## src/rtl/crc16_pkg.sv

```systemverilog
// rtl/crc16_pkg.sv - shared constants and FSM state type for the CRC16 stream block
package crc16_pkg;

  localparam logic [15:0] CRC16_POLY_CCITT = 16'h1021;
  localparam logic [15:0] CRC16_INIT_ONES  = 16'hFFFF;

  typedef enum logic [1:0] {
    ST_IDLE = 2'd0,
    ST_RUN  = 2'd1,
    ST_DONE = 2'd2
  } crc16_state_e;

endpackage

```

## src/rtl/crc16_step.sv

```systemverilog
// rtl/crc16_step.sv - combinational DATA_W-bit CRC16 advance, MSB first, non-reflected
module crc16_step
  import crc16_pkg::*;
#(
  parameter int          DATA_W = 8,
  parameter logic [15:0] POLY   = CRC16_POLY_CCITT
) (
  input  logic [15:0]       crc,
  input  logic [DATA_W-1:0] data,
  output logic [15:0]       next
);

  logic [15:0] acc;
  logic        fb;

  // One shift/XOR stage per data bit, highest bit folded in first.
  always_comb begin
    acc = crc;
    fb  = 1'b0;
    for (int i = DATA_W - 1; i >= 0; i--) begin
      fb  = acc[15] ^ data[i];
      acc = {acc[14:0], 1'b0} ^ (fb ? POLY : 16'h0000);
    end
    next = acc;
  end

endmodule

```

## src/rtl/crc16_stream.sv

```systemverilog
// rtl/crc16_stream.sv - framed CRC16 over a valid/ready beat stream; CRC16_RESIDUE_CHECK_EN adds crc_ok
module crc16_stream
  import crc16_pkg::*;
#(
  parameter int          DATA_W = 8,
  parameter logic [15:0] POLY   = CRC16_POLY_CCITT,
  parameter logic [15:0] INIT   = CRC16_INIT_ONES,
  parameter logic [15:0] XOROUT = 16'h0000
) (
  input  logic              clk,
  input  logic              reset_L,
  input  logic              in_valid,
  output logic              in_ready,
  input  logic [DATA_W-1:0] in_data,
  input  logic              in_sop,
  input  logic              in_eop,
  output logic              out_valid,
  input  logic              out_ready,
  output logic [15:0]       crc_out,
  output logic              crc_ok,
  output logic              frame_err
);

  crc16_state_e state_q, state_d;
  logic [15:0]  crc_q, crc_d;
  logic         err_q, err_d;
  logic [15:0]  step_seed;
  logic [15:0]  step_next;
  logic         accept;

  assign accept    = in_valid && in_ready;
  // A start-of-frame beat always folds into a fresh INIT, whatever the state.
  assign step_seed = in_sop ? INIT : crc_q;

  crc16_step #(
    .DATA_W(DATA_W),
    .POLY  (POLY)
  ) u_step (
    .crc (step_seed),
    .data(in_data),
    .next(step_next)
  );

  always_ff @(posedge clk or negedge reset_L) begin
    if (!reset_L) begin
      state_q <= ST_IDLE;
      crc_q   <= INIT;
      err_q   <= 1'b0;
    end else begin
      state_q <= state_d;
      crc_q   <= crc_d;
      err_q   <= err_d;
    end
  end

  always_comb begin
    state_d   = state_q;
    crc_d     = crc_q;
    err_d     = 1'b0;
    in_ready  = 1'b1;
    out_valid = 1'b0;
    case (state_q)
      ST_IDLE: begin
        if (accept) begin
          if (in_sop) begin
            crc_d   = step_next;
            state_d = in_eop ? ST_DONE : ST_RUN;
          end else begin
            err_d = 1'b1;
          end
        end
      end
      ST_RUN: begin
        if (accept) begin
          crc_d = step_next;
          err_d = in_sop;
          if (in_eop) state_d = ST_DONE;
        end
      end
      ST_DONE: begin
        in_ready  = 1'b0;
        out_valid = 1'b1;
        if (out_ready) state_d = ST_IDLE;
      end
      default: state_d = ST_IDLE;
    endcase
  end

  assign crc_out   = crc_q ^ XOROUT;
  assign frame_err = err_q;

`ifdef CRC16_RESIDUE_CHECK_EN
  assign crc_ok = out_valid && (crc_q == 16'h0000);
`else
  assign crc_ok = 1'b0;
`endif

endmodule

```

## config.mk

```make
export PLATFORM = sky130hd
export DESIGN_NAME = crc16_stream
export DESIGN_NICKNAME = d
export VERILOG_FILES = /design/src/rtl/crc16_pkg.sv /design/src/rtl/crc16_step.sv /design/src/rtl/crc16_stream.sv
export SDC_FILE = /design/constraint.sdc
export NUM_CORES = 1
export LEC_CHECK = 0
export ABC_AREA = 1
export BUFFER_PORTS_ARGS = -buffer_cell sky130_fd_sc_hd__buf_4
export CORE_MARGIN = 2
export CORE_UTILIZATION = 49
export CTS_CLUSTER_DIAMETER = 40
export DETAILED_ROUTE_END_ITERATION = 8
export GPL_TIMING_DRIVEN = 0
export PLACE_DENSITY = 0.74
export SETUP_SLACK_MARGIN = 0.3
export SLEW_MARGIN = 20
export SYNTH_ARGS = -nofsm -noshare
export SYNTH_HDL_FRONTEND = slang
export SYNTH_HIERARCHICAL = 1
export SYNTH_SLANG_ARGS = --single-unit
export TNS_END_PERCENT = 50
```

## constraint.sdc

```tcl
create_clock -name clk -period 4 [get_ports clk]
set_clock_uncertainty 0.15 [all_clocks]
set_input_delay 0.4 -clock clk [delete_from_list [all_inputs] [get_ports clk]]
set_output_delay 0.4 -clock clk [all_outputs]
set_load 0.005 [all_outputs]
```

==> results.cfg <==
[cells_and_area]
n_antenna_cell = 0
nNetsFinal = 275
fillers = 289
final_cell_mix = 93 x nand2_1, 34 x buf_4, 32 x nand3_1
drive_gt1_frac = 0.3423
syn_to_final_growth_pct = 21.85
fin_util = 0.6347
final_common_cell = nand2_1
fin_cells = 291

[power]
clkPwrFrac = 0.092
ir_drop_v = 0.0003929
p_sw_w = 0.0004204
combPwrFrac = 0.530
switching_share = 0.3945
power_w = 0.001066
power_leakage_nw = 1.073
internal_power_w = 0.0006453
seq_power_share = 0.378
p_per_area_nw_per_um2 = 603.7

[synthesis]
yosys-top-cells-area = dfstp_2 29%, nand2_1 24%, nand3_1 11%
synthArstFlopShare = 1.000
synth_area_sq_um = 1449
yosysSeqAreaShare = 0.3420
syn_area_per_cell_sq_um = 6.497
synth_top_cell_area_share = 0.2902
syn_nets = 237
yosysWarnings = 6
synth_flop_cell = dfstp_2
ys_ff_latch = 19
synth_top_area_cell = dfstp_2
yosysUniqueCellTypes = 22
syn_inst = 223
synth_edf_count = 0

[floorplanning]
coreArea_sq_um = 2781
initial_core_util = 0.5209
chipWidth_um = 58.38
io_pins = 34
rows = 19
die_area_sq_um = 3408
die_h_um = 58.38

[global_routing]
grt_pass1_wl_mm = 5.513
grt.overflow.total = 0
grt_pass1_vias = 1282
antenna_found_initial = 0
grt_use_total = 0.2096
grt_max_degree = 20

[sta]
rsz0062_at_grt = no
hold_violations = 0
fin_crit_ns = 1.701
setup-violations-final = 0
report.final.slew_viol_count = 0
hold_ws_ns = 0.2166
fmax_mhz = 588.0
timing.setup.tns_ns = 0
post-route-period-util = 0.4252

[worst_setup_path]
cp_slowest_cell = dfrtp_1
critPathMaxFanout = 4
crit_top_cell = inv_1
crit_path_max_incr_delay_ns = 0.45
crit_chain = inv_1 -> nor2_1 -> inv_1 -> buf_4
worstSetupEndpointType = output pin
required_ns = 3.45
critPathTopFamily = flip-flops
cp.arrival_ns = 1.15
crit_type = flip-flop to output pin
cp-startpoint = state_q[1]
path_buf_inv = 3
reg2reg_from = crc_out[14]
critPathLaunchType = flip-flop

[clock_tree]
cts.clk_slew.worst_paths_ns = 0.12
numCtsBuffers = 3
max-clock-path-buffers = 2
cts_root_buf = clkbuf_4
clk_latency_ns = 0.30
cts_tree = yes
clkSinkCount = 19
cts.repair.resized = 0
cts_setup_buffers = 0
htreeDepth = 1

[detailed_routing]
drt_iter0_drc = 54
dr.pass1.iters = 4
postRouteAntennaNets = 0
routed_via_density = 4.811
via_count = 1400
route.detailed.drc = 0
drt-total-wl_mm = 3.191
wl_per_cell_um = 10.97

[place]
io_buffers = 32
dp_cells = 286
hpwl_mm = 2.439
place_congestion = 0.8327

[worst_hold_path]
hp-class = primary input to flip-flop
worstHoldStart = in_eop

[run_status]
run_status = finished, final reports clean

[run]
max_cap_violations = 0
[final cells by class]
cell class                      count  area, sq um  share of cell area
Buffer                              6        55.05             0.03118
Inverter                           33        123.9             0.07016
Timing Repair Buffer               33        250.2              0.1417
Clock inverter                      1        5.005            0.002835
Multi-Input combinational cell    165        774.5              0.4387
Sequential cell                    19        495.5              0.2807
Tap cell                           31        38.79             0.02197
Clock buffer                        3        22.52             0.01276
[flip-flops by register name, summed over array words and instances, names as in the netlist]
register   count
crc_out       16
state_q        2
frame_err      1
[repair_timing]
item | CTS | global route
hold buffers | 1 | 0
endpoints found under the hold margin | 3 | 0
endpoints found under the setup margin | 0 | 0
[through the flow]
step           setup WS, ns  instance area (sq um)
2_1_floorplan         2.382                   1449
3_3_place_gp          2.009                   1728
3_5_place_dp          2.011                   1728
4_1_cts               2.279                   1765
5_1_grt               2.157                   1765
6_report              2.299                   1765
[kinds of logic (layout without fill, tap and decap cells)]
| group | after synthesis | in the layout | synth area share |
|---|---|---|---|
| other | 1 | 1 | 0.002588 |
| AND/OR/NAND/NOR | 157 | 157 | 0.4957 |
| flip-flops | 19 | 19 | 0.3420 |
| AO/OA/AOI/OAI | 3 | 3 | 0.01209 |
| XOR/XNOR | 4 | 4 | 0.02418 |
| buffers and inverters | 39 | 76 | 0.1235 |
[power by group through the flow]
stage / clock network (W) / registers (W) / logic, W
final: 0.0000985 / 0.000403 / 0.000565
after global routing: 0.000111 / 0.000417 / 0.000640
after CTS: 0.000104 / 0.000403 / 0.000569
after detailed placement: 0 / 0.000406 / 0.000566
after global placement: 0 / 0.000405 / 0.000556
after floorplan: 0 / 0.000401 / 0.000352
[cell usage after synthesis (2+ instances only)]
cell      n
xor2_1    3
buf_4     2
nand2_1  93
nand3_1  32
inv_1    30
buf_6     2
dfstp_2  16
nand2_2  11
dfrtp_1   3
or2_2    15
nand2_4   2
nor2_1    2
inv_2     3
[worst paths after layout]
path | endpoint | slack [ns] | depth (start not counted)
setup / recovery | in_ready | 2.30 | 4
hold / removal | state_q[0] | 0.22 | 4
setup reg to reg | crc_out[7] | 2.42 | 10
hold reg to reg | crc_out[14] | 0.32 | 2
max in group asynchronous | crc_out[1] | 3.08 | 2
min in group asynchronous | frame_err | 0.35 | 2
[worst min-delay path, cell delays in order]
cell     delay, ns
buf_4         0.08
nor3_1        0.03
nand3_1       0.07
nand2_1       0.05
[routing by layer]
metal,up-vias,share of wire,track usage
met5,-,0,0
met4,0,0.0034,0.05316
met3,2,0.045,0.01978
met2,29,0.46,0.3403
met1,624,0.49,0.3011
li1,745,-,-
Note: power is estimated with default switching activity, not from simulation.
